**config.mk**
```make
export PLATFORM = sky130hd
export DESIGN_NAME = alu_issue_stage_flat
export DESIGN_NICKNAME = d
export VERILOG_FILES = /design/src/rtl/alu_pkg.sv /design/src/rtl/alu_issue_stage_if.sv /design/src/rtl/alu_decode.sv /design/src/rtl/alu_issue_stage.sv /design/src/flat_wrapper.sv
export SDC_FILE = /design/constraint.sdc
export NUM_CORES = 1
export LEC_CHECK = 0
export ABC_AREA = 1
export CAP_MARGIN = 20
export CORE_MARGIN = 2
export CORE_UTILIZATION = 30
export CTS_CLUSTER_SIZE = 8
export DETAILED_ROUTE_END_ITERATION = 16
export GPL_TIMING_DRIVEN = 1
export PLACE_DENSITY = 0.7
export SYNTH_ARGS = -nofsm -noshare
export SYNTH_HDL_FRONTEND = slang
export SYNTH_SLANG_ARGS = --single-unit
```
**constraint.sdc**
```tcl
create_clock -name clk_i -period 1.4 [get_ports clk_i]
set_input_delay 0.14 -clock clk_i [delete_from_list [all_inputs] [get_ports clk_i]]
set_output_delay 0.14 -clock clk_i [all_outputs]
set_load 0.05 [all_outputs]
```
**src/rtl/alu_pkg.sv**
```systemverilog
// Shared types for the ALU issue stage: ALU control codes, RV32I opcodes and the issue beat.
package alu_pkg;

  localparam int unsigned XLEN = 32;

  typedef enum logic [3:0] {
    ALU_ADD = 4'd0,
    ALU_SUB = 4'd1,
    ALU_AND = 4'd2,
    ALU_OR  = 4'd3,
    ALU_XOR = 4'd4,
    ALU_SLT = 4'd5,
    ALU_SLL = 4'd6,
    ALU_SRL = 4'd7,
    ALU_SRA = 4'd8
  } alu_ctl_e;

  localparam logic [6:0] OPC_OP     = 7'b0110011;
  localparam logic [6:0] OPC_OP_IMM = 7'b0010011;
  localparam logic [6:0] OPC_LUI    = 7'b0110111;
  localparam logic [6:0] OPC_AUIPC  = 7'b0010111;

  localparam logic [6:0] F7_ZERO = 7'b0000000;
  localparam logic [6:0] F7_ALT  = 7'b0100000;

  typedef struct packed {
    logic [XLEN-1:0] a;
    logic [XLEN-1:0] b;
    alu_ctl_e        ctl;
    logic [4:0]      shamt;
    logic [4:0]      rd;
    logic            wb_en;
    logic            illegal;
  } issue_beat_t;

endpackage

```
**src/rtl/alu_issue_stage_if.sv**
```systemverilog
// Handshake and operand bundle between register read, the issue stage and execute.
interface alu_issue_stage_if #(
  parameter int unsigned DATA_WIDTH = 32
);
  logic                  flush_i;
  logic                  valid_i;
  logic                  ready_o;
  logic [31:0]           instr_i;
  logic [DATA_WIDTH-1:0] pc_i;
  logic [DATA_WIDTH-1:0] rs1_data_i;
  logic [DATA_WIDTH-1:0] rs2_data_i;
  logic                  valid_o;
  logic                  ready_i;
  logic [DATA_WIDTH-1:0] a_o;
  logic [DATA_WIDTH-1:0] b_o;
  logic [3:0]            ctl_o;
  logic [4:0]            shamt_o;
  logic [4:0]            rd_o;
  logic                  wb_en_o;
  logic                  illegal_o;

  modport slave (
    input  flush_i, valid_i, instr_i, pc_i, rs1_data_i, rs2_data_i, ready_i,
    output ready_o, valid_o, a_o, b_o, ctl_o, shamt_o, rd_o, wb_en_o, illegal_o
  );

  modport master (
    output flush_i, valid_i, instr_i, pc_i, rs1_data_i, rs2_data_i, ready_i,
    input  ready_o, valid_o, a_o, b_o, ctl_o, shamt_o, rd_o, wb_en_o, illegal_o
  );
endinterface

```
**src/rtl/alu_decode.sv**
```systemverilog
// Combinational RV32I decoder for OP, OP-IMM, LUI and AUIPC into an ALU issue beat.
module alu_decode
  import alu_pkg::*;
(
  input  logic [31:0]     instr_i,
  input  logic [XLEN-1:0] pc_i,
  input  logic [XLEN-1:0] rs1_data_i,
  input  logic [XLEN-1:0] rs2_data_i,
  output issue_beat_t     beat_o
);

  logic [6:0]      opcode, f7;
  logic [2:0]      f3;
  logic [4:0]      rd;
  logic            f7_zero, f7_alt;
  logic [XLEN-1:0] imm_i, imm_u;

  logic            legal;
  alu_ctl_e        ctl;
  logic [XLEN-1:0] a, b;
  logic [4:0]      shamt;

  assign opcode  = instr_i[6:0];
  assign rd      = instr_i[11:7];
  assign f3      = instr_i[14:12];
  assign f7      = instr_i[31:25];
  assign f7_zero = (f7 == F7_ZERO);
  assign f7_alt  = (f7 == F7_ALT);
  assign imm_i   = {{(XLEN-12){instr_i[31]}}, instr_i[31:20]};
  assign imm_u   = {instr_i[31:12], 12'b0};

  always_comb begin
    legal = 1'b0;
    ctl   = ALU_ADD;
    a     = '0;
    b     = '0;
    shamt = '0;
    case (opcode)
      OPC_OP: begin
        a     = rs1_data_i;
        b     = rs2_data_i;
        shamt = rs2_data_i[4:0];
        unique case (f3)
          3'b000: begin ctl = f7_alt ? ALU_SUB : ALU_ADD; legal = f7_zero || f7_alt; end
          3'b001: begin ctl = ALU_SLL; legal = f7_zero; end
          3'b010: begin ctl = ALU_SLT; legal = f7_zero; end
          3'b011: legal = 1'b0;
          3'b100: begin ctl = ALU_XOR; legal = f7_zero; end
          3'b101: begin ctl = f7_alt ? ALU_SRA : ALU_SRL; legal = f7_zero || f7_alt; end
          3'b110: begin ctl = ALU_OR;  legal = f7_zero; end
          3'b111: begin ctl = ALU_AND; legal = f7_zero; end
        endcase
      end
      OPC_OP_IMM: begin
        a     = rs1_data_i;
        b     = imm_i;
        shamt = instr_i[24:20];
        // Only the shift-immediates constrain the upper bits of the immediate.
        unique case (f3)
          3'b000: begin ctl = ALU_ADD; legal = 1'b1; end
          3'b001: begin ctl = ALU_SLL; legal = f7_zero; end
          3'b010: begin ctl = ALU_SLT; legal = 1'b1; end
          3'b011: legal = 1'b0;
          3'b100: begin ctl = ALU_XOR; legal = 1'b1; end
          3'b101: begin ctl = f7_alt ? ALU_SRA : ALU_SRL; legal = f7_zero || f7_alt; end
          3'b110: begin ctl = ALU_OR;  legal = 1'b1; end
          3'b111: begin ctl = ALU_AND; legal = 1'b1; end
        endcase
      end
      OPC_LUI: begin
        b     = imm_u;
        legal = 1'b1;
      end
      OPC_AUIPC: begin
        a     = pc_i;
        b     = imm_u;
        legal = 1'b1;
      end
      default: legal = 1'b0;
    endcase
  end

  always_comb begin
    beat_o         = '0;
    beat_o.rd      = rd;
    beat_o.illegal = !legal;
    beat_o.wb_en   = legal && (rd != 5'd0);
    if (legal) begin
      beat_o.a     = a;
      beat_o.b     = b;
      beat_o.ctl   = ctl;
      beat_o.shamt = shamt;
    end
  end

endmodule

```
**src/rtl/alu_issue_stage.sv**
```systemverilog
// Decode/issue pipeline register in front of the ALU with valid/ready on both sides.
// Define ALU_ISSUE_SKID_EN to add a one-entry skid buffer and register ready_o.
module alu_issue_stage
  import alu_pkg::*;
#(
  parameter int unsigned DATA_WIDTH = 32
) (
  input logic              clk_i,
  input logic              rst_i,
  alu_issue_stage_if.slave bus
);

  localparam issue_beat_t BeatReset = '0;

  issue_beat_t dec_beat;
  issue_beat_t out_d, out_q;
  logic        valid_d, valid_q;
  logic        ready;
  logic        load;

  alu_decode u_decode (
    .instr_i    (bus.instr_i),
    .pc_i       (bus.pc_i),
    .rs1_data_i (bus.rs1_data_i),
    .rs2_data_i (bus.rs2_data_i),
    .beat_o     (dec_beat)
  );

`ifdef ALU_ISSUE_SKID_EN
  issue_beat_t skid_d, skid_q;
  logic        skid_valid_d, skid_valid_q;

  // Accept only into an empty skid slot; this breaks the ready_i -> ready_o path.
  assign ready = !skid_valid_q;
  assign load  = bus.valid_i && ready;

  always_comb begin
    out_d        = out_q;
    valid_d      = valid_q;
    skid_d       = skid_q;
    skid_valid_d = skid_valid_q;
    if (!valid_q || bus.ready_i) begin
      if (skid_valid_q) begin
        out_d        = skid_q;
        valid_d      = 1'b1;
        skid_valid_d = 1'b0;
      end else begin
        valid_d = load;
        if (load) out_d = dec_beat;
      end
    end else if (load) begin
      skid_d       = dec_beat;
      skid_valid_d = 1'b1;
    end
    if (bus.flush_i) begin
      valid_d      = 1'b0;
      skid_valid_d = 1'b0;
    end
  end

  always_ff @(posedge clk_i) begin
    if (rst_i) begin
      out_q        <= BeatReset;
      valid_q      <= 1'b0;
      skid_q       <= BeatReset;
      skid_valid_q <= 1'b0;
    end else begin
      out_q        <= out_d;
      valid_q      <= valid_d;
      skid_q       <= skid_d;
      skid_valid_q <= skid_valid_d;
    end
  end
`else
  assign ready = !valid_q || bus.ready_i;
  assign load  = bus.valid_i && ready;

  always_comb begin
    out_d   = out_q;
    valid_d = valid_q;
    if (bus.flush_i) begin
      valid_d = 1'b0;
    end else if (load) begin
      out_d   = dec_beat;
      valid_d = 1'b1;
    end else if (bus.ready_i) begin
      valid_d = 1'b0;
    end
  end

  always_ff @(posedge clk_i) begin
    if (rst_i) begin
      out_q   <= BeatReset;
      valid_q <= 1'b0;
    end else begin
      out_q   <= out_d;
      valid_q <= valid_d;
    end
  end
`endif

  assign bus.ready_o   = ready;
  assign bus.valid_o   = valid_q;
  assign bus.a_o       = DATA_WIDTH'(out_q.a);
  assign bus.b_o       = DATA_WIDTH'(out_q.b);
  assign bus.ctl_o     = out_q.ctl;
  assign bus.shamt_o   = out_q.shamt;
  assign bus.rd_o      = out_q.rd;
  assign bus.wb_en_o   = out_q.wb_en;
  assign bus.illegal_o = out_q.illegal;

endmodule

```
**src/flat_wrapper.sv**
```systemverilog
// flat-port wrapper written by rule: the top's interface ports become plain ports
module alu_issue_stage_flat import alu_pkg::*;
#(
  parameter int unsigned DATA_WIDTH = 32
)
  (clk_i, rst_i, bus_flush_i, bus_valid_i, bus_instr_i, bus_pc_i, bus_rs1_data_i, bus_rs2_data_i, bus_ready_i, bus_ready_o, bus_valid_o, bus_a_o, bus_b_o, bus_ctl_o, bus_shamt_o, bus_rd_o, bus_wb_en_o, bus_illegal_o);
  alu_issue_stage_if #(.DATA_WIDTH(DATA_WIDTH)) bus_i ();
  input logic clk_i;
  input logic rst_i;
  input wire logic [$bits(bus_i.flush_i)-1:0] bus_flush_i;
  input wire logic [$bits(bus_i.valid_i)-1:0] bus_valid_i;
  input wire logic [$bits(bus_i.instr_i)-1:0] bus_instr_i;
  input wire logic [$bits(bus_i.pc_i)-1:0] bus_pc_i;
  input wire logic [$bits(bus_i.rs1_data_i)-1:0] bus_rs1_data_i;
  input wire logic [$bits(bus_i.rs2_data_i)-1:0] bus_rs2_data_i;
  input wire logic [$bits(bus_i.ready_i)-1:0] bus_ready_i;
  output wire logic [$bits(bus_i.ready_o)-1:0] bus_ready_o;
  output wire logic [$bits(bus_i.valid_o)-1:0] bus_valid_o;
  output wire logic [$bits(bus_i.a_o)-1:0] bus_a_o;
  output wire logic [$bits(bus_i.b_o)-1:0] bus_b_o;
  output wire logic [$bits(bus_i.ctl_o)-1:0] bus_ctl_o;
  output wire logic [$bits(bus_i.shamt_o)-1:0] bus_shamt_o;
  output wire logic [$bits(bus_i.rd_o)-1:0] bus_rd_o;
  output wire logic [$bits(bus_i.wb_en_o)-1:0] bus_wb_en_o;
  output wire logic [$bits(bus_i.illegal_o)-1:0] bus_illegal_o;
  assign bus_i.flush_i = bus_flush_i;
  assign bus_i.valid_i = bus_valid_i;
  assign bus_i.instr_i = bus_instr_i;
  assign bus_i.pc_i = bus_pc_i;
  assign bus_i.rs1_data_i = bus_rs1_data_i;
  assign bus_i.rs2_data_i = bus_rs2_data_i;
  assign bus_i.ready_i = bus_ready_i;
  assign bus_ready_o = bus_i.ready_o;
  assign bus_valid_o = bus_i.valid_o;
  assign bus_a_o = bus_i.a_o;
  assign bus_b_o = bus_i.b_o;
  assign bus_ctl_o = bus_i.ctl_o;
  assign bus_shamt_o = bus_i.shamt_o;
  assign bus_rd_o = bus_i.rd_o;
  assign bus_wb_en_o = bus_i.wb_en_o;
  assign bus_illegal_o = bus_i.illegal_o;
  alu_issue_stage #(.DATA_WIDTH(DATA_WIDTH)) u_core (.clk_i(clk_i), .rst_i(rst_i), .bus(bus_i));
endmodule
```
==> flow_summary_export.csv, run 1 <==
group,metric,value,unit
setup_path,startpoint_type,"input port",
setup_path,worst_path_max_delay_cell,"dlygate4sd2_1",
setup_path,rr_endpoint,"u_core.bus.b_o[31]",
setup_path,r2r_start,"u_core.bus.valid_o",
floorplanning,core,12700,µm²
final_layout,nets,973,
sta,hold_violations,0,
detailed_routing,viasPerCell,4.94,
final_layout,syn_to_final_growth,84.7,%
yosys,synth_nets,713,
clock_network,clk_pin_slew,0.06,ns
final_layout,multi_input_area,2140,µm²
setup_path,regToRegSetupSlack,0.06,ns
detailed_routing,vias,5011,
setup_path,arrival,1.62,ns
clock_network,hold_buffers,0,
yosys,ys_top_cells_by_area,"dfxtp_1 (41%), nand2_1 (14%), a21oi_1 (11%), nor2_1 (8.2%), nand3_1 (6.4%)",
setup_path,crit_chain,"dlygate4sd2_1, nor2_1, nand2_2, nor2_2, nand2_1, nand2_2, nand2_4, nand4_4, nand2_8, buf_16, nor2_1",
final_layout,regArea,1630,µm²
clock_network,cts.sinks,81,
floorplanning,die_x,118,µm
floorplanning,dieArea,14000,µm²
global_routing,overflow,0,
yosys,synth.avg_cell_area,6.76,µm²
clock_network,htreeDepth,3,
sta,fin_crit_sh,96.3,%
setup_path,critical-path-max-stage-delay,0.26,ns
global_routing,grt_pass1_wl,24.4,mm
placed_design,routabilityCongestion,0.922,
setup_path,cp-endpoint,"u_core.bus.b_o[31]",
setup_path,path_max_fanout,12,
final_layout,fin_cells,1015,
final_layout,num_antenna_cells,0,
sta,max_freq,742,MHz
clock_network,clockBufferDepth,2,
yosys,synth-seq-area-share,41.4,%
yosys,synth_area,3920,µm²
detailed_routing,routed_wirelength,15.7,mm
sta,final.min_clock_period,1.35,ns
global_routing,grt_antenna_before_repair,0,
global_routing,grt_max_degree,33,
sta,slew_headroom,77.5,%
hold_path,holdCritPathClass,"input port to flip-flop",
clock_network,cts_made_buffers,9,
outcome,status,"completed",
setup_path,cp_data_required_time,1.67,ns
final_layout,fillers,1161,
clock_network,cts_root_buf,"clkbuf_16",
setup_path,ff2ff_path_depth,9,
floorplanning,row_count,41,
yosys,yosysWarningCount,0,
setup_path,cp.buffers_inverters,2,
flow_run,cap_violations,0,
detailed_routing,drc,0,
yosys,syn_inst,580,
pwr,max-vdd-ir-drop,0.347,mV
pwr,power,0.00584,W
yosys,synth_top_cell_by_area,"dfxtp_1",
placed_design,hpwl,11.2,mm
clock_network,cts_tree,"done",
pwr,p_per_area,806,nW/µm²
setup_path,cp.depth,11,
detailed_routing,ant_nets,0,
yosys,synth-seq-cells,81,
pwr,p_leak,2.86,nW
final_layout,final_layout_size_suffix_gt1_share,25.6,%
sta,drv_slew,0,
detailed_routing,drt-initial-drc-count,271,
global_routing,grtUsageTotal,21.6,%
yosys,synth_top_area_share,41.4,%
detailed_routing,drtPass1Iterations,8,
placed_design,io_buffers,214,
setup_path,worstSetupStartpoint,"bus_instr_i[25]",
global_routing,grt_pass1_vias,4972,
floorplanning,floorplan.initialDensity,30.9,%
sta,skew,0.00379,ns
sta,finalSetupViolCount,0,
floorplanning,pin_count,215,
setup_path,critPathCaptureType,"flip-flop",
setup_path,critPathTopFamily,"simple AND/OR/NAND/NOR gates",
clock_network,clk_latency,0.33,ns
sta,rsz0062_at_grt,"true",
placed_design,dp.cells,978,
yosys,ys_types,25,
setup_path,worstSetupPathType,"input port to flip-flop",
sta,worst_pin_slew,0.338,ns
detailed_routing,wl_per_cell,15.5,µm
floorplanning,fp.dieH,118,µm
[cell type report]
cell class	instances	share of cell area (%)
sequential	81	22.4
timing repair buffer	290	40.1
tap	172	2.97
clock buffer	13	3.45
multi-input combinational	437	29.6
inverter	21	1.38
clock inverter	1	0.0691
[registers in the layout, indices dropped and copies added (netlist names)]
signal,count
u_core.bus.valid_o,1
u_core.bus.illegal_o,1
u_core.bus.ctl_o,4
u_core.bus.shamt_o,5
u_core.bus.b_o,32
u_core.bus.wb_en_o,1
u_core.bus.rd_o,5
u_core.bus.a_o,32
[through the flow]
stage	util, %	cell area, µm²	TNS, ns	setup WS, ns	hold slack, ns
2_1_floorplan	-	3990	-0.143	-0.0123	0.209
3_3_place_gp	51.2	6480	-28.97	-0.433	0.462
3_5_place_dp	51.2	6480	-36.09	-0.556	0.456
4_1_cts	55.6	7040	0	0.00297	0.365
5_1_grt	57.2	7240	-0.0429	-0.0273	0.322
6_report	57.2	7240	0	0.0522	0.284
[what timing repair did]
action,4_1_cts,5_1_grt
resized for setup,52,29
cloned,5,4
endpoints found under the setup margin,74,67
pin swaps,24,15
setup buffers,10,5
[how the worst min path moves through the flow]
| stage | from | to | slack [ns] | depth (start not counted) |
|---|---|---|---|---|
| 2_1_floorplan | bus_flush_i | u_core.bus.valid_o | 0.21 | 1 |
| 3_3_place_gp | u_core.bus.b_o[1] | u_core.bus.b_o[1] | 0.46 | 2 |
| 3_5_place_dp | u_core.bus.b_o[3] | u_core.bus.b_o[3] | 0.46 | 2 |
| 4_1_cts | bus_flush_i | u_core.bus.valid_o | 0.36 | 2 |
| 5_1_grt | bus_instr_i[12] | u_core.bus.b_o[12] | 0.32 | 5 |
| 6_report | bus_instr_i[12] | u_core.bus.b_o[12] | 0.28 | 5 |
[cells by family (layout without fill, tap and decap cells)]
logic type / count (synthesis) / count (layout) / synth area share (%)
AOI/OAI and AO/OA: 123 / 123 / 16.2
buffers and inverters: 62 / 325 / 7.72
DFF: 81 / 81 / 41.4
and+or+nand+nor: 314 / 314 / 34.7
[placed cells by master, fill, tap and decap left out, types with 2 or more instances in the layout]
master and instances:
buf_6 8, nor2_2 9, buf_4 124, inv_2 6
dfxtp_1 80, inv_4 2, nand2_2 6, dlygate4sd2_1 12
buf_12 16, nand2_4 2, buf_16 6, inv_1 11
o21ai_0 6, nor2_1 73, clkbuf_2 2, nor2_4 6
o21ai_1 22, clkbuf_16 13, o211ai_1 7, clkbuf_1 3
nand3_2 3, nand2_1 139, nand3_1 47, clkdlybuf4s15_1 2
nand2_8 2, nor3_4 2, a21oi_1 85, clkdlybuf4s50_1 115
a21oi_2 2, nand4_1 22
[cell usage after synthesis]
master,count
buf_2,17
clkinv_1,1
inv_2,3
nand4_1,22
buf_4,3
nand2_4,1
inv_1,17
a21oi_1,87
nand4_2,1
o211ai_1,7
nor4_1,1
nor2_1,86
nor2_4,1
dfxtp_1,81
o21ai_0,23
buf_6,5
a211oi_1,1
nand3_1,50
nor2_2,1
nor3_4,2
nand3_2,1
nand2_1,146
o21ai_1,5
clkbuf_1,16
nand2_2,2
[power by group]
group          switching (W)  internal (W)  leakage, nW
logic               0.000644      0.000677         2.08
clock network       0.000888       0.00123        0.126
registers          0.0000366       0.00236        0.658
[worst register-to-register path: cells and delay by family, from the launching register on]
kind / cells / cell delay, ns
flip-flops: 1 / 0.35
AND/OR/NAND/NOR: 5 / 0.55
buffers and inverters: 4 / 0.37
[layer usage]
layer	GRT usage (%)	vias up	routed length (µm)
li1	-	2456	-
met4	9.19	0	491
met1	24.0	2319	6230
met3	5.50	32	1150
met5	0	-	0
met2	38.9	204	7870
Note: power is estimated with default switching activity, not from simulation.
==> run 2, diff against run 1 <==
--- a/config.mk
+++ b/config.mk
@@ -7,6 +7,7 @@
 export LEC_CHECK = 0
 export ABC_AREA = 1
 export CAP_MARGIN = 20
+export CORE_ASPECT_RATIO = 1.5
 export CORE_MARGIN = 2
 export CORE_UTILIZATION = 30
 export CTS_CLUSTER_SIZE = 8
==> run 2 against run 1 <==
The run now ends with setup timing left. Clock power up 18%. Setup slack worse by 0.056 ns. Largest cell class unchanged. Combinational power up 4%. Critical path depth down 1.
==> flow_summary_export.csv, run 2 (synthesized netlist as in run 1, its figures left out) <==
group,metric,value,unit
outcome,status,"finished with violations",
outcome,failed_checks,"setup timing",
global_routing,grt_antenna_before_repair,0,
setup_path,arrival,1.68,ns
final_layout,nets,969,
setup_path,regToRegSetupSlack,-0.004,ns
global_routing,grt_pass1_wl,22.2,mm
clock_network,clk_latency,0.34,ns
detailed_routing,drt-initial-drc-count,138,
sta,final.min_clock_period,1.40,ns
floorplanning,core,12900,µm²
sta,drv_slew,0,
floorplanning,dieArea,14000,µm²
detailed_routing,drtPass1Iterations,4,
sta,skew,0.00436,ns
setup_path,ff2ff_path_depth,10,
sta,finalSetupViolCount,1,
floorplanning,die_x,97.4,µm
final_layout,final_common_cell,"nand2_1",
pwr,max-vdd-ir-drop,0.485,mV
clock_network,htreeDepth,3,
setup_path,worst_path_max_delay_cell,"dfxtp_4",
setup_path,critPathCaptureType,"flip-flop",
flow_run,cap_violations,0,
detailed_routing,ant_nets,0,
pwr,p_per_area,832,nW/µm²
setup_path,cp.depth,10,
sta,max_freq,712,MHz
global_routing,overflow,0,
clock_network,clockBufferDepth,2,
setup_path,path_max_fanout,6,
global_routing,grt_max_degree,60,
pwr,p_leak,2.88,nW
final_layout,syn_to_final_growth,92.3,%
floorplanning,pin_count,215,
global_routing,grtUsageTotal,19.9,%
final_layout,final_cell_mix,"nand2_1 (139), clkdlybuf4s50_1 (116), buf_4 (110), dfxtp_1 (80), a21oi_1 (71)",
placed_design,dp_slack,-0.491,ns
setup_path,critical-path-max-stage-delay,0.34,ns
global_routing,grt_pass1_vias,4516,
detailed_routing,wl_per_cell,16.4,µm
placed_design,routabilityCongestion,0.932,
floorplanning,row_count,51,
detailed_routing,vias,4937,
clock_network,cts_made_buffers,9,
sta,fin_setup_tns,-0.00373,ns
sta,worst_pin_slew,0.362,ns
floorplanning,fp.dieH,144,µm
final_layout,fin_cells,999,
setup_path,crit_chain,"inv_2, nor2_4, inv_4, nand2_8, clkinv_8, nand4_4, nand2_4, buf_12, clkbuf_16, nor2_1",
sta,rsz0062_at_grt,"true",
setup_path,startpoint_type,"flip-flop",
sta,fin_ws,-0.00373,ns
final_layout,num_antenna_cells,0,
hold_path,whs_path_depth,3,
setup_path,critPathTopFamily,"buffers and inverters",
final_layout,utilization,58.5,%
setup_path,worstSetupStartpoint,"u_core.bus.valid_o",
sta,hold_violations,0,
hold_path,holdCritPathClass,"input port to flip-flop",
hold_path,min_to,"u_core.bus.rd_o[2]",
detailed_routing,viasPerCell,4.94,
detailed_routing,routed_wirelength,16.4,mm
setup_path,r2r_start,"u_core.bus.valid_o",
sta,slew_headroom,75.8,%
placed_design,dp.cells,963,
sta,fin_crit_sh,100,%
sta,hold_ws,0.379,ns
final_layout,final_layout_size_suffix_gt1_share,30.8,%
placed_design,io_buffers,214,
hold_path,min_from,"bus_instr_i[9]",
detailed_routing,drc,0,
setup_path,rr_endpoint,"u_core.bus.a_o[4]",
setup_path,worstSetupPathType,"flip-flop to flip-flop",
clock_network,hold_buffers,0,
placed_design,hpwl,10.6,mm
floorplanning,floorplan.initialDensity,30.4,%
setup_path,cp_data_required_time,1.67,ns
clock_network,cts_root_buf,"clkbuf_16",
setup_path,cp.buffers_inverters,5,
clock_network,cts.sinks,81,
clock_network,clk_pin_slew,0.06,ns
clock_network,cts_tree,"done",
[run 2: how the worst max path moves through the flow]
stage                         endpoint  slack (ns)
floorplan            u_core.bus.b_o[5]       -0.01
global placement    u_core.bus.a_o[28]       -0.48
detailed placement  u_core.bus.b_o[19]       -0.49
global route        u_core.bus.a_o[19]       -0.07
finish               u_core.bus.a_o[4]      -0.004
CTS                  u_core.bus.a_o[7]       0.004
[run 2: report_power, final]
part	internal [W]	switching [W]	total, W
Combinational	0.000700	0.000671	0.00137
Sequential	0.00236	0.0000387	0.00240
Clock	0.00155	0.000957	0.00250
Total	0.00461	0.00167	0.00627
[run 2: stage by stage]
step / total power [W] / cell area (µm²)
global route: 0.00652 / 7540
global placement: 0.00363 / 6590
finish: 0.00627 / 7540
floorplan: 0.00295 / 3990
CTS: 0.00620 / 7040
detailed placement: 0.00363 / 6590
[run 2: timing repair]
item                                    CTS  global route
resized for setup                        31            88
pin swaps                                 3            14
endpoints found under the setup margin   73            75
setup buffers                             5             4
gates cloned                              2            10
[run 2: worst min-delay path, cell delays in order]
cell	delay, ns
clkdlybuf4s50_1	0.40
inv_1	0.07
a21oi_1	0.06
[run 2: routing by layer]
metal,vias up,GRT usage [%],part of all wire [%]
met4,0,7.89,2.3
met2,156,37.5,55
li1,2443,-,-
met1,2308,21.1,37
met3,30,5.17,5.6
met5,-,0,0
[run 2: final cells by class]
type	instances	area, µm²
well taps	159	199
repair buffers	286	3020
inverters	21	103
flip-flops and latches	81	1630
fillers	1186	5350
clock inverters	6	83.8
clock buffers	9	225
multi-input cells	437	2290
